$ cat src/rtl/mm2s_frame_checker_pkg.sv
// Shared definitions for the mm2s frame checker: FSM states, err_flags bit
// positions and CRC-16-CCITT constants.
package mm2s_frame_checker_pkg;

    typedef enum logic [1:0] {
        WAIT_SOF  = 2'd0,
        IN_FRAME  = 2'd1,
        FRAME_END = 2'd2
    } state_t;

    localparam int ERR_SOF_MID   = 0;
    localparam int ERR_EOL_EARLY = 1;
    localparam int ERR_EOL_LATE  = 2;
    localparam int ERR_HEIGHT    = 3;

    localparam logic [15:0] CRC_POLY = 16'h1021;
    localparam logic [15:0] CRC_INIT = 16'hFFFF;

endpackage

$ cat src/rtl/mm2s_crc16.sv
// Running CRC-16-CCITT over every counted beat of a frame, MSB first; the
// frame result is captured when the checker signals frame completion.
module mm2s_crc16
    import mm2s_frame_checker_pkg::*;
#(
    parameter int DATA_WIDTH = 16
) (
    input  logic                  ACLK,
    input  logic                  ARESETN,
    input  logic                  beat,
    input  logic                  start,
    input  logic                  latch,
    input  logic [DATA_WIDTH-1:0] data,
    output logic [15:0]           frame_crc
);

    logic [15:0] crc_run;
    logic [15:0] crc_next;

    // The first beat of a frame restarts from the init value instead of the running CRC.
    always_comb begin
        crc_next = start ? CRC_INIT : crc_run;
        for (int i = DATA_WIDTH - 1; i >= 0; i--) begin
            crc_next = {crc_next[14:0], 1'b0} ^ ((crc_next[15] ^ data[i]) ? CRC_POLY : 16'h0000);
        end
    end

    always_ff @(posedge ACLK or negedge ARESETN) begin
        if (!ARESETN) begin
            crc_run   <= 16'h0000;
            frame_crc <= 16'h0000;
        end else begin
            if (beat) crc_run <= crc_next;
            if (latch) frame_crc <= crc_run;
        end
    end

endmodule

$ cat config.mk
export PLATFORM = sky130hd
export DESIGN_NAME = mm2s_crc16
export DESIGN_NICKNAME = d
export VERILOG_FILES = /design/src/rtl/mm2s_frame_checker_pkg.sv /design/src/rtl/mm2s_crc16.sv
export SDC_FILE = /design/constraint.sdc
export NUM_CORES = 1
export LEC_CHECK = 0
export BUFFER_PORTS_ARGS = -buffer_cell sky130_fd_sc_hd__buf_2
export CORE_AREA = 2 2 75 106
export DETAILED_ROUTE_END_ITERATION = 8
export DIE_AREA = 0 0 77 108
export HOLD_SLACK_MARGIN = 0.15
export PLACE_DENSITY_LB_ADDON = 0.2
export SYNTH_ARGS = -nofsm -noshare
export SYNTH_HDL_FRONTEND = slang
export SYNTH_SLANG_ARGS = --single-unit
$ cat constraint.sdc
create_clock -name ACLK -period 5.8 [get_ports ACLK]
set_clock_uncertainty 0.05 [all_clocks]
set_input_delay 0.29 -clock ACLK [delete_from_list [all_inputs] [get_ports ACLK]]
set_output_delay 0.29 -clock ACLK [all_outputs]
set_load 0.02 [all_outputs]
==> results.md, run 1 <==
- The number of buffer cells added on primary ports is 36.
- Headroom to the max-slew limit came out at 0.4939.
- The effective utilization at floorplan is 0.2833.
- The die covers 8316 µm².
- In this run, CTS created clock tree buffers numbering 5.
- For this block, the via count after detailed routing is 1252.
- Summed over all nets, the half-perimeter wirelength after detailed placement is 3290 µm.
- TritonCTS built the clock tree.
- The part of the Yosys area used for sequential elements is 0.3865.
- The vertical extent of the die is 108 µm.
- The total negative slack is 0 ps.
- The max capacitance violation total is 0.
- Leaving out fill and tap cells, the most frequent cells in the layout are sky130_fd_sc_hd__buf_2, sky130_fd_sc_hd__dfrtp_1, sky130_fd_sc_hd__xnor2_1.
- The initial antenna violation count was 0.
- For this run, the detailed router's first-pass iteration total came to 4.
- The run finished with clean final reports.
- The maximum fanout along the worst path is 5.
- Power spread over the standard cell area amounts to 678.8 nW/µm².
- The final layout contains routed wiring with a total length of 4434 µm.
- The clock transition at the register clock pins on the worst setup and hold paths after CTS is 70 ps.
- The core area is 7315 µm².
- The number of setup buffers added after CTS is 0.
- The category of the most critical setup path is reg -> reg.
- Post-CTS repair changed the size of 0 cells.
- Summed over all layers, the global routing overflow is 0.
- At the pin with the least slew margin, the transition time is 759.1 ps.
- STA classifies the critical path endpoint as a flop.
- The Yosys warning count is 0.
- Dividing the final minimum period by the clock period gives 0.3781.
- The number of diodes added for antenna fixing is 0.
- Setup violations remaining at the end of the flow were counted as 0.
- The worst hold path was traced through 2 stages.
- The clock sink count is 32.
- The depth of the most critical reg-to-reg path is 6.
- The data required time at the worst endpoint is 5970 ps.
- The overall track demand over capacity in global routing is 0.1105.
- For the worst-skew pair, the clock arrives at the later sink with an insertion delay of 280 ps.
- The met1 wire length is 2062 µm.
- The area growth from synthesis to layout is 18.48%.
- STA classifies the critical path startpoint as a flop.
- Entering global routing, the biggest net connects 33 pins.
- The count of hold-fix buffers inserted at cts is 1.
- The longest clock path from root to sink contains 2 buffers.
- After detailed routing, the met3 layer carries 142 µm of wire.
- The count of standard-cell rows is 37.
- After detailed routing, the number of vias per cell comes to 4.146.
- Data on the critical path arrives at its endpoint at 2360 ps.
- The post-layout instance count excluding filler cells is 302.
- Summed over all cells, the static leakage comes to 1.102 nW.
- The highest routed metal layer is met4.
- The library cell used most frequently in the layout, excluding fill and tap cells, is sky130_fd_sc_hd__buf_2.
- Hold timing on the final database bottoms out at a slack of 428.2 ps.
- The maximum level of the CTS H-tree is 2.
- Synthesis inferred 32 register bits.
- The number of nets in the synthesized netlist is 189.
- The path category of the worst min-delay check is in -> reg.
- The first global-routing pass estimated 6900 µm of wire.
- The iteration-0 DRC count of the detailed router is 25.
- Based on the critical path, the design can be clocked at up to 456.0 MHz.
- In the final design database the tool counted 225 nets.
- The number of pins with negative max-slew slack in the final report came to 0.
- After technology mapping, the gate count stands at 168.
- The chip width is 77 µm.
- Of the cells placed in the final design, the portion with a size suffix greater than 1 is 0.3854.
- Setup repair after global routing left no endpoint under its margin.
- The number of top-level pins is 37.
- The cell area after technology mapping is 2072 µm².
- The DRC violations left is 0.
- The detailed route wirelength on metal2 is 2160 µm.
- The final critical path time including I/O delays and setup is 2193 ps.
- The routed length per placed instance is 14.68 µm.
- The number of distinct standard cells referenced by the synthesized netlist is 31.
- The final hold violation count is 0.
- The largest vdd supply drop is 194.7 µV.
- The count of placed standard cells including taps is 293.
- The antenna violation net count after detailed routing is 0.
- The number of global-route vias before repair was 1315.
- The mean instance size in the synthesized netlist is 12.33 µm².
- The clock root buffer is sky130_fd_sc_hd__clkbuf_8.
- The congestion estimate from routability-driven global placement came to 0.7024.
[through the flow]
stage	total power [W]	utilization	setup slack (ps)	area, µm²
after detailed placement	0.001474	0.3195	3582	2337
after global placement	0.001469	0.3195	3590	2337
after CTS	0.001697	0.3356	3574	2455
final	0.001666	0.3356	3607	2455
after floorplan	0.001258	-	3806	2072
after global routing	0.001789	0.3356	3499	2455
[per-layer routing]
| metal | vias to the layer above | track usage |
|---|---|---|
| met1 | 594 | 0.1482 |
| met5 | - | 0 |
| met3 | 4 | 0.01920 |
| met4 | 0 | 0.04592 |
| met2 | 27 | 0.1773 |
| li1 | 627 | - |
[area by class of cell]
cell class	instances	area, µm²
Sequential cell	32	800.8
Clock buffer	6	72.57
Clock inverter	2	35.03
Multi-Input combinational cell	122	1212
Fill cell	793	4860
Tap cell	97	121.4
Timing Repair Buffer	37	190.2
Inverter	6	22.52
[cell families (layout without fill, tap and decap cells)]
| logic type | after synthesis | in the layout | synth area share |
|---|---|---|---|
| XOR/XNOR | 52 | 52 | 0.3303 |
| flip-flops | 32 | 32 | 0.3865 |
| multiplexers | 27 | 27 | 0.1467 |
| AND/OR/NAND/NOR | 27 | 27 | 0.06280 |
| AO/OA/AOI/OAI | 16 | 16 | 0.04529 |
| buffers and inverters | 14 | 51 | 0.02838 |
[cells in the mapped netlist (all sizes together)]
cell type / n / share of area
nor2b: 1 / 0.0030
nor3: 1 / 0.0024
buf: 6 / 0.014
a22oi: 3 / 0.011
a21boi: 1 / 0.0036
xor2: 8 / 0.037
inv: 6 / 0.011
a21oi: 3 / 0.0072
nand2b: 2 / 0.0060
xor3: 2 / 0.023
mux2: 24 / 0.13
o21ai: 8 / 0.019
nand2: 6 / 0.011
nor2: 17 / 0.040
o22a: 1 / 0.0042
xnor3: 11 / 0.12
dfrtp: 32 / 0.39
xnor2: 31 / 0.15
clkbuf: 2 / 0.0036
mux2i: 3 / 0.014
[power breakdown]
group / internal [W] / switching, W / leakage [nW] / total [W]
logic: 0.000555 / 0.000449 / 0.680 / 0.00100
clock network: 0.000127 / 0.0000837 / 0.0552 / 0.000211
registers: 0.000346 / 0.000105 / 0.367 / 0.000450
[worst max-delay path, cell delays in order (launching register included)]
cell	delay [ps]
sky130_fd_sc_hd__dfrtp_1	460
sky130_fd_sc_hd__xnor2_1	300
sky130_fd_sc_hd__mux2_4	380
sky130_fd_sc_hd__xnor2_4	180
sky130_fd_sc_hd__xnor3_1	440
sky130_fd_sc_hd__a21boi_1	160
sky130_fd_sc_hd__o22a_1	160
[final timing paths]
| check | start | endpoint | slack (ps) |
|---|---|---|---|
| setup / recovery | crc_run[15] | crc_run[15] | 3610 |
| hold / removal | beat | crc_run[2] | 430 |
| setup reg to reg | crc_run[15] | crc_run[15] | 3610 |
| hold reg to reg | frame_crc[11] | frame_crc[11] | 450 |
| max in group asynchronous | ARESETN | frame_crc[8] | 4650 |
| min in group asynchronous | ARESETN | frame_crc[11] | 560 |
[flip-flops by register name, indices dropped and copies added, names as in the netlist]
name and count:
crc_run 16, frame_crc 16
(Power assumes the default switching activity.)
==> run 2: changes to the inputs <==
Settings changed: ABC_AREA set to 1, CORE_AREA 2 2 75 106 to 2 2 75 105, DIE_AREA 0 0 77 108 to 0 0 77 107.
Clock period 5.8 ns to 1.75 ns, I/O delays scaled along.
==> run 2 against run 1 <==
Power grew to 2.8 times the previous value. Fmax is 34% higher. Die area is 0.93% lower. Routed wire length is 20% higher. Final cell count is 41% higher. Critical path depth is 6 higher. Synthesized cell count is 60% higher. Sequential share of layout area is 3.8 points lower. Largest power group unchanged. Highest routed layer unchanged.
==> results.md, run 2 <==
- Setup violations remaining at the end of the flow were counted as 0.
- The final hold violation count came to 0.
- The synthesized netlist occupies a cell area of 2048 µm².
- From synthesis to final layout, the design area changed by 35.55%.
- In the final layout, the registers with the most flip-flops are crc_run x16, frame_crc x16.
- The share of final-layout standard cells stronger than drive strength 1 is 0.4242.
- The share of the synthesized area in the top cell type is 0.3910.
- In this run the power density over the cells is 1683 nW/µm².
- STA classifies the critical path endpoint as a flop.
- Counting I/O delays and the setup requirement, the final critical path takes 1636 ps.
- The synthesized design contains 0 enable-type register cells.
- After synthesis, the mean cell area works out to 7.614 µm².
- The clock root buffer is sky130_fd_sc_hd__clkbuf_8.
- The total leakage power is 1.449 nW.
- The cell count after synthesis came out at 269.
- TritonCTS built the clock tree.
- The worst setup path is launched from a flop.
- The clock buffer count from CTS is 5.
- Leaving out fill and tap cells, the most frequent cell in the layout is sky130_fd_sc_hd__nand2_1.
- The detail route stage leaves a number of antenna-violating nets equal to 0.
- The routed length per placed instance is 12.50 µm.
- The part of the Yosys area used for sequential elements is 0.3910.
- The flow ran to the end, and the final reports show no timing, DRC or antenna violations.
- In the synthesized netlist the dominant register cell turns out to be sky130_fd_sc_hd__dfrtp_1.
- Of the available clock period, the critical path in the final layout requires 0.9346.
- The vertical extent of the die is 107 µm.
- CTS built an H-tree with a depth of 2.
- The number of top-level pins is 37.
- The actual slew at the worst max-slew pin is 747.0 ps.
- Ranked by instance count, the synthesized netlist is headed by sky130_fd_sc_hd__nand2_1, sky130_fd_sc_hd__dfrtp_1, sky130_fd_sc_hd__inv_1.
- The path category of the worst min-delay check is in -> reg.
- Of the total synthesized cell area, the portion taken by full adders, half adders and majority gates is 0.
- The effective utilization at floorplan is 0.2800.
- Of the total synthesized cell area, the portion taken by AND, OR, NAND and NOR gates is 0.3482.
- The clock passes through at most 2 buffers.
- The number of global-route vias before repair is 1864.
- The number of vias per cell after detailed routing is 4.417.
- The number of detailed-route iterations in the first pass is 4.
- For this run, asynchronously set or reset flops after synthesis account for 1.000.
- The clock transition at the register clock pins on the worst setup and hold paths after CTS is 70 ps.
- The endpoint arrival time on the critical path is 1780 ps.
- VDD sags by at most 449.3 µV.
- For this run, the number of Yosys warnings is 0.
- The clock sink count is 32.
- The last weighted congestion value of the routability-driven placer is 0.7884.
- In this run the horizontal extent of the chip is 77 µm.
- The max capacitance violation total is 0.
- The pin count of the biggest net entering global routing is 33.
- The library cell with the highest instance count after synthesis is sky130_fd_sc_hd__nand2_1.
- Across every metal layer, demand over resource in global routing totals 0.1384.
- By area the synthesized netlist is led by sky130_fd_sc_hd__dfrtp_1, sky130_fd_sc_hd__nand2_1, sky130_fd_sc_hd__mux2_2.
- In the final timing run, aggregate negative setup slack is 0 ps.
- The top cell types in the final layout, fill and taps aside, are sky130_fd_sc_hd__nand2_1, sky130_fd_sc_hd__buf_2, sky130_fd_sc_hd__dfrtp_1.
- The area enclosed by the die boundary is 8239 µm².
- The category of the most critical setup path is reg -> reg.
- The leading area contributor after synthesis is sky130_fd_sc_hd__dfrtp_1.
- The number of distinct standard cells referenced by the synthesized netlist is 25.
- Of the post-synthesis cell area, the part taken by muxes is 0.07697.
- The complex-gate fraction of the synthesized area is 0.06048.
- At the later pin of the worst-skew pair, clock insertion delay measures 290 ps.
- The worst slew margin relative to its limit is 0.5020.
- The highest achievable clock rate is 611.4 MHz.
- The dominant combinational cell family by area after synthesis is simple AND/OR/NAND/NOR gates.
- The core region is 7315 µm².
- The number of pins with negative max-slew slack in the final report is 0.
- In this run the worst path has a maximum fanout of 4.
- The first global-routing pass estimated 8852 µm of wire.
- The total overflow left after global routing is 0.
- At the worst endpoint, the required time is 1890 ps.
- For this run, design rule violations remaining after detail routing come to 0.
- Of the total synthesized cell area, the portion taken by XOR and XNOR cells is 0.05131.
- The initial antenna violation count was 0.
- After the first detailed-routing iteration, the DRC count stood at 45.
- Port buffering added 36 buffers.
- The count of filler cells inserted in the layout is 841.
- The flop and latch count out of synthesis is 32.
- The floorplan has 37 rows.
- In the final design database the tool counted 350 nets.
- The number of diodes added for antenna fixing is 0.
- The final route contains 1886 vias.
- The synthesized netlist net count is 290.
- Wires add up to 5338 µm.
- Hold is met by 202.4 ps.
- The total half-perimeter wirelength after legalization and detailed placement is 3866 µm.
[run 2: cell types whose count changed after synthesis, sizes merged, moves of 5 or more]
cell	before	now
inv	6	28
nor2	17	25
xnor2	31	6
nand4	0	5
mux2	24	14
o21ai	8	15
nand3	0	17
nand2	6	104
xnor3	11	0
[run 2: layer usage]
metal	GRT usage	part of all wire	up-vias
met5	0	0	-
met4	0.06505	0.024	0
met3	0.02694	0.028	12
met2	0.2531	0.53	27
met1	0.1530	0.42	876
li1	-	-	971
[run 2: cell families after synthesis]
group                  after synthesis
AO/OA/AOI/OAI                       21
XOR/XNOR                            12
buffers and inverters               36
flip-flops                          32
multiplexers                        14
AND/OR/NAND/NOR                    154
[run 2: critical path, stage by stage (launching register included)]
cell and delay [ps]:
sky130_fd_sc_hd__dfrtp_1 400, sky130_fd_sc_hd__o21bai_2 210, sky130_fd_sc_hd__nand2_4 110, sky130_fd_sc_hd__nor2_4 160, sky130_fd_sc_hd__inv_2 60, sky130_fd_sc_hd__nand2_4 80, sky130_fd_sc_hd__nand2_4 50, sky130_fd_sc_hd__nand2_4 100
sky130_fd_sc_hd__nand2_4 80, sky130_fd_sc_hd__nand2_4 60, sky130_fd_sc_hd__nand2_1 60, sky130_fd_sc_hd__nand3_2 60, sky130_fd_sc_hd__nand2_1 50
[run 2: layout make-up]
cell class	count	area, µm²	area share
Clock buffer	7	96.34	0.03470
Clock inverter	1	30.03	0.01082
Inverter	28	105.1	0.03785
Multi-Input combinational cell	201	1236	0.4452
Sequential cell	32	800.8	0.2884
Tap cell	97	121.4	0.04371
Timing Repair Buffer	61	386.6	0.1393
[run 2: worst paths after layout]
kind	start	endpoint	slack [ps]	cells after the start
min in group asynchronous	ARESETN	frame_crc[14]	340	2
hold reg to reg	frame_crc[10]	frame_crc[10]	450	1
hold / removal	beat	crc_run[11]	200	3
setup / recovery	crc_run[12]	crc_run[12]	110	12
max in group asynchronous	ARESETN	frame_crc[1]	830	2
setup reg to reg	crc_run[12]	crc_run[12]	110	12
[run 2: what timing repair did]
| action | 4_1_cts | 5_1_grt |
|---|---|---|
| endpoints found under the setup margin | 0 | 11 |
| buffers inserted | 0 | 9 |
| hold buffers | 1 | 0 |
| endpoints found under the hold margin | 32 | 0 |
| resized for setup | 0 | 34 |
[run 2: power breakdown]
part,switching (W),internal (W),leakage (nW)
combinational,0.00145,0.00108,1.00
clock,0.000296,0.000502,0.0645
sequential,0.000240,0.00110,0.383
[run 2: stage by stage]
step           std cells  utilization  worst slack (ps)  total power, W  instance area [µm²]
6_report             427       0.3796             114.5        0.004673                 2776
5_1_grt              427       0.3796            -20.88        0.005094                 2776
4_1_cts              418       0.3512             21.33        0.004331                 2569
3_5_place_dp         409       0.3325             23.43        0.003507                 2432
3_3_place_gp         409       0.3325             11.29        0.003486                 2432
2_1_floorplan        269            -             264.3        0.002802                 2048
==> run 3: changes to the inputs <==
Clock period 1.75 ns to 1.5 ns, I/O delays scaled along.
==> run 3 against run 2 <==
The flow now finishes with violations (negative setup slack). Worst setup slack got worse by 220 ps. Count of clock-buffer cells in the layout grew 1. Worst hold slack got worse by 22 ps. Utilization grew 3.4 points. Combinational power grew 39%. Routed wire length increased by 4.0%. Sequential power up 16%. First-iteration DRC count increased by 20%. Critical path type unchanged. Largest cell class unchanged. Highest routed layer unchanged.
==> results.md, run 3 (synthesis results as in run 2) <==
- The commonest non-fill, non-tap cell in the layout is sky130_fd_sc_hd__nand2_1.
- The largest individual stage delay along the critical path comes from the cell sky130_fd_sc_hd__dfrtp_1.
- The number of global-route vias before repair was 1867.
- The number of detailed-route iterations in the first pass is 4.
- The final hold violation count is 0.
- The clock tree synthesis step divided the H-tree into 2 levels.
- The actual slew at the worst max-slew pin is 459.5 ps.
- The post-detailed-routing wire length is 5552 µm.
- The root buffer cell chosen for the clock tree is sky130_fd_sc_hd__clkbuf_8.
- The run finished, with violations left.
- The final-report setup violation count is 14.
- Power spread over the standard cell area amounts to 1905 nW/µm².
- After detailed routing, the wire length on met1 is 2273 µm.
- The final cycle utilization of the critical path is 1.069.
- The buffer depth of the longest clock path is 2.
- The count of standard-cell rows is 37.
- The area enclosed by the die boundary is 8239 µm².
- The number of buffer cells added on primary ports is 36.
- The worst hold path belongs to the class in -> reg.
- The iteration-0 DRC count of the detailed router is 54.
- The clock drives 32 sinks.
- The vertical extent of the die is 107 µm.
- The number of pins with negative max-slew slack in the final report is 0.
- The share of final-layout standard cells stronger than drive strength 1 is 0.5239.
- The core area is 7315 µm².
- The design draws 0.005757 W.
- The number of vias per cell after detailed routing is 4.396.
- The category of the most critical setup path is reg -> reg.
- Walking the worst path, the cells encountered are nor2_1 > nand2_1 > nand2_2 > buf_6 > nand2_1 > nand2_1 > nand2_2 > nand2_4 > nand2_4 > nand2_2 > nand2_1 > nand3_2 > nand2_1.
- The overall via count from detail_route is 1987.
- At the later pin of the worst-skew pair, clock insertion delay measures 290 ps.
- Measured along the x axis, the die boundary spans 77 µm.
- The final critical path time including I/O delays and setup is 1603 ps.
- Clock-pin slew was measured on the worst setup and hold paths at 70 ps.
- The amount of wire on met3 after detailed routing is 191 µm.
- The net count of the finished layout is 375.
- The global-route wire length before repair is 8935 µm.
- Entering global routing, the biggest net connects 19 pins.
- Setup total negative slack on the finished layout was measured at -921.7 ps.
- The number of diodes added for antenna fixing is 0.
- Based on the critical path, the design can be clocked at up to 623.9 MHz.
- For this run, the slowest stage of the critical path takes 400 ps.
- The checks that failed: negative setup slack.
- The effective utilization at floorplan is 0.2800.
- STA classifies the critical path endpoint as a flop.
- The minimum setup slack in the final design is -102.9 ps.
- In this run the static leakage power is 1.582 nW.
- After detailed routing, no signal wire sits above met4.
- In the layout the commonest cells are sky130_fd_sc_hd__nand2_1, sky130_fd_sc_hd__buf_4, sky130_fd_sc_hd__buf_2.
- The worst setup path is launched from a flop.
- The count of nets left with antenna violations once routing finished came out at 0.
- The worst slew margin relative to its limit is 0.6937.
- The final global-route overflow total is 0.
- The routed length per placed instance is 12.28 µm.
- Hold is met by 180.5 ps.
- The cell type with the highest occurrence count on the critical path is sky130_fd_sc_hd__nand2_1.
- 37 I/O pins were placed.
- For this run, the total global-route usage over all layers was measured as 0.1431.
- At the worst endpoint, the arrival time is 1730 ps.
- Setup repair after global routing could not meet its margin everywhere.
- The clock tree from TritonCTS is built.
- After legalization and detailed placement, the total HPWL measured 4135 µm.
- The maximum fanout along the worst path is 4.
- The largest vdd supply drop is 713.6 µV.
- The setup slack at placement is -230.6 ps.
- The data required time at the worst endpoint is 1630 ps.
- The DRC violations left is 0.
- The routed design uses 2856 µm of met2 wire.
- The area growth from synthesis to layout is 47.53%.
- Max-cap violations in this run came to 0.
- The clock buffer count from CTS is 5.
- The initial antenna violation count came to 0.
- The last weighted congestion value of the routability-driven placer is 0.8418.
- In the final layout, the registers with the most flip-flops are crc_run x16, frame_crc x16.
==> run 3: cell count changes in the layout (fill, tap and decap cells not counted), moves of 3 or more <==
cell	change
sky130_fd_sc_hd__buf_4	+21
sky130_fd_sc_hd__buf_6	+4
sky130_fd_sc_hd__nand2_1	-12
sky130_fd_sc_hd__nand2_2	+8
sky130_fd_sc_hd__nand2_4	+4
sky130_fd_sc_hd__nand3_1	-4
sky130_fd_sc_hd__nand3_2	+4
sky130_fd_sc_hd__o21ai_0	-3
==> run 3: final timing paths <==
path,slack (ps),end,cells past startpoint,start
max,-100,crc_run[12],13,crc_run[15]
min,180,crc_run[11],3,beat
max reg2reg,-100,crc_run[12],13,crc_run[15]
min reg2reg,450,frame_crc[10],1,frame_crc[10]
max in group asynchronous,760,crc_run[7],3,ARESETN
min in group asynchronous,200,crc_run[8],2,ARESETN
==> run 3: cell type report <==
cell class / instances / area (µm²)
flip-flops and latches: 32 / 800.8
repair buffers: 86 / 589.3
clock buffers: 8 / 90.09
fillers: 778 / 4293
well taps: 97 / 121.4
multi-input cells: 201 / 1315
inverters: 28 / 105.1
==> run 3: repair_timing <==
action	in CTS	in global routing
hold endpoints to repair	32	0
endpoints found under the setup margin	15	16
hold buffers	1	0
pin swaps	16	27
gates resized for setup	31	36
setup buffers	6	5
==> run 3: where the power goes <==
group / internal (W) / leakage [nW] / switching, W
Sequential: 0.00128 / 0.383 / 0.000263
Clock: 0.000374 / 0.0455 / 0.000321
Combinational: 0.00163 / 1.15 / 0.00189
Total: 0.00329 / 1.58 / 0.00247
==> run 3: through the flow <==
stage          cells  utilization  instance area, µm²
4_1_cts          447       0.3907                2858
3_5_place_dp     432       0.3561                2605
3_3_place_gp     432       0.3561                2605
6_report         452       0.4131                3022
2_1_floorplan    269            -                2048
5_1_grt          452       0.4131                3022
==> run 3: critical path: cells and delay by family (launching register included) <==
family	cells	cell delay, ps
DFF	1	400
and+or+nand+nor	12	900
buffers and inverters	1	110
==> run 3: layer usage <==
| metal | global-route usage | vias up |
|---|---|---|
| li1 | - | 1022 |
| met1 | 0.1610 | 910 |
| met2 | 0.2450 | 41 |
| met3 | 0.03283 | 14 |
| met4 | 0.08673 | 0 |
| met5 | 0 | - |
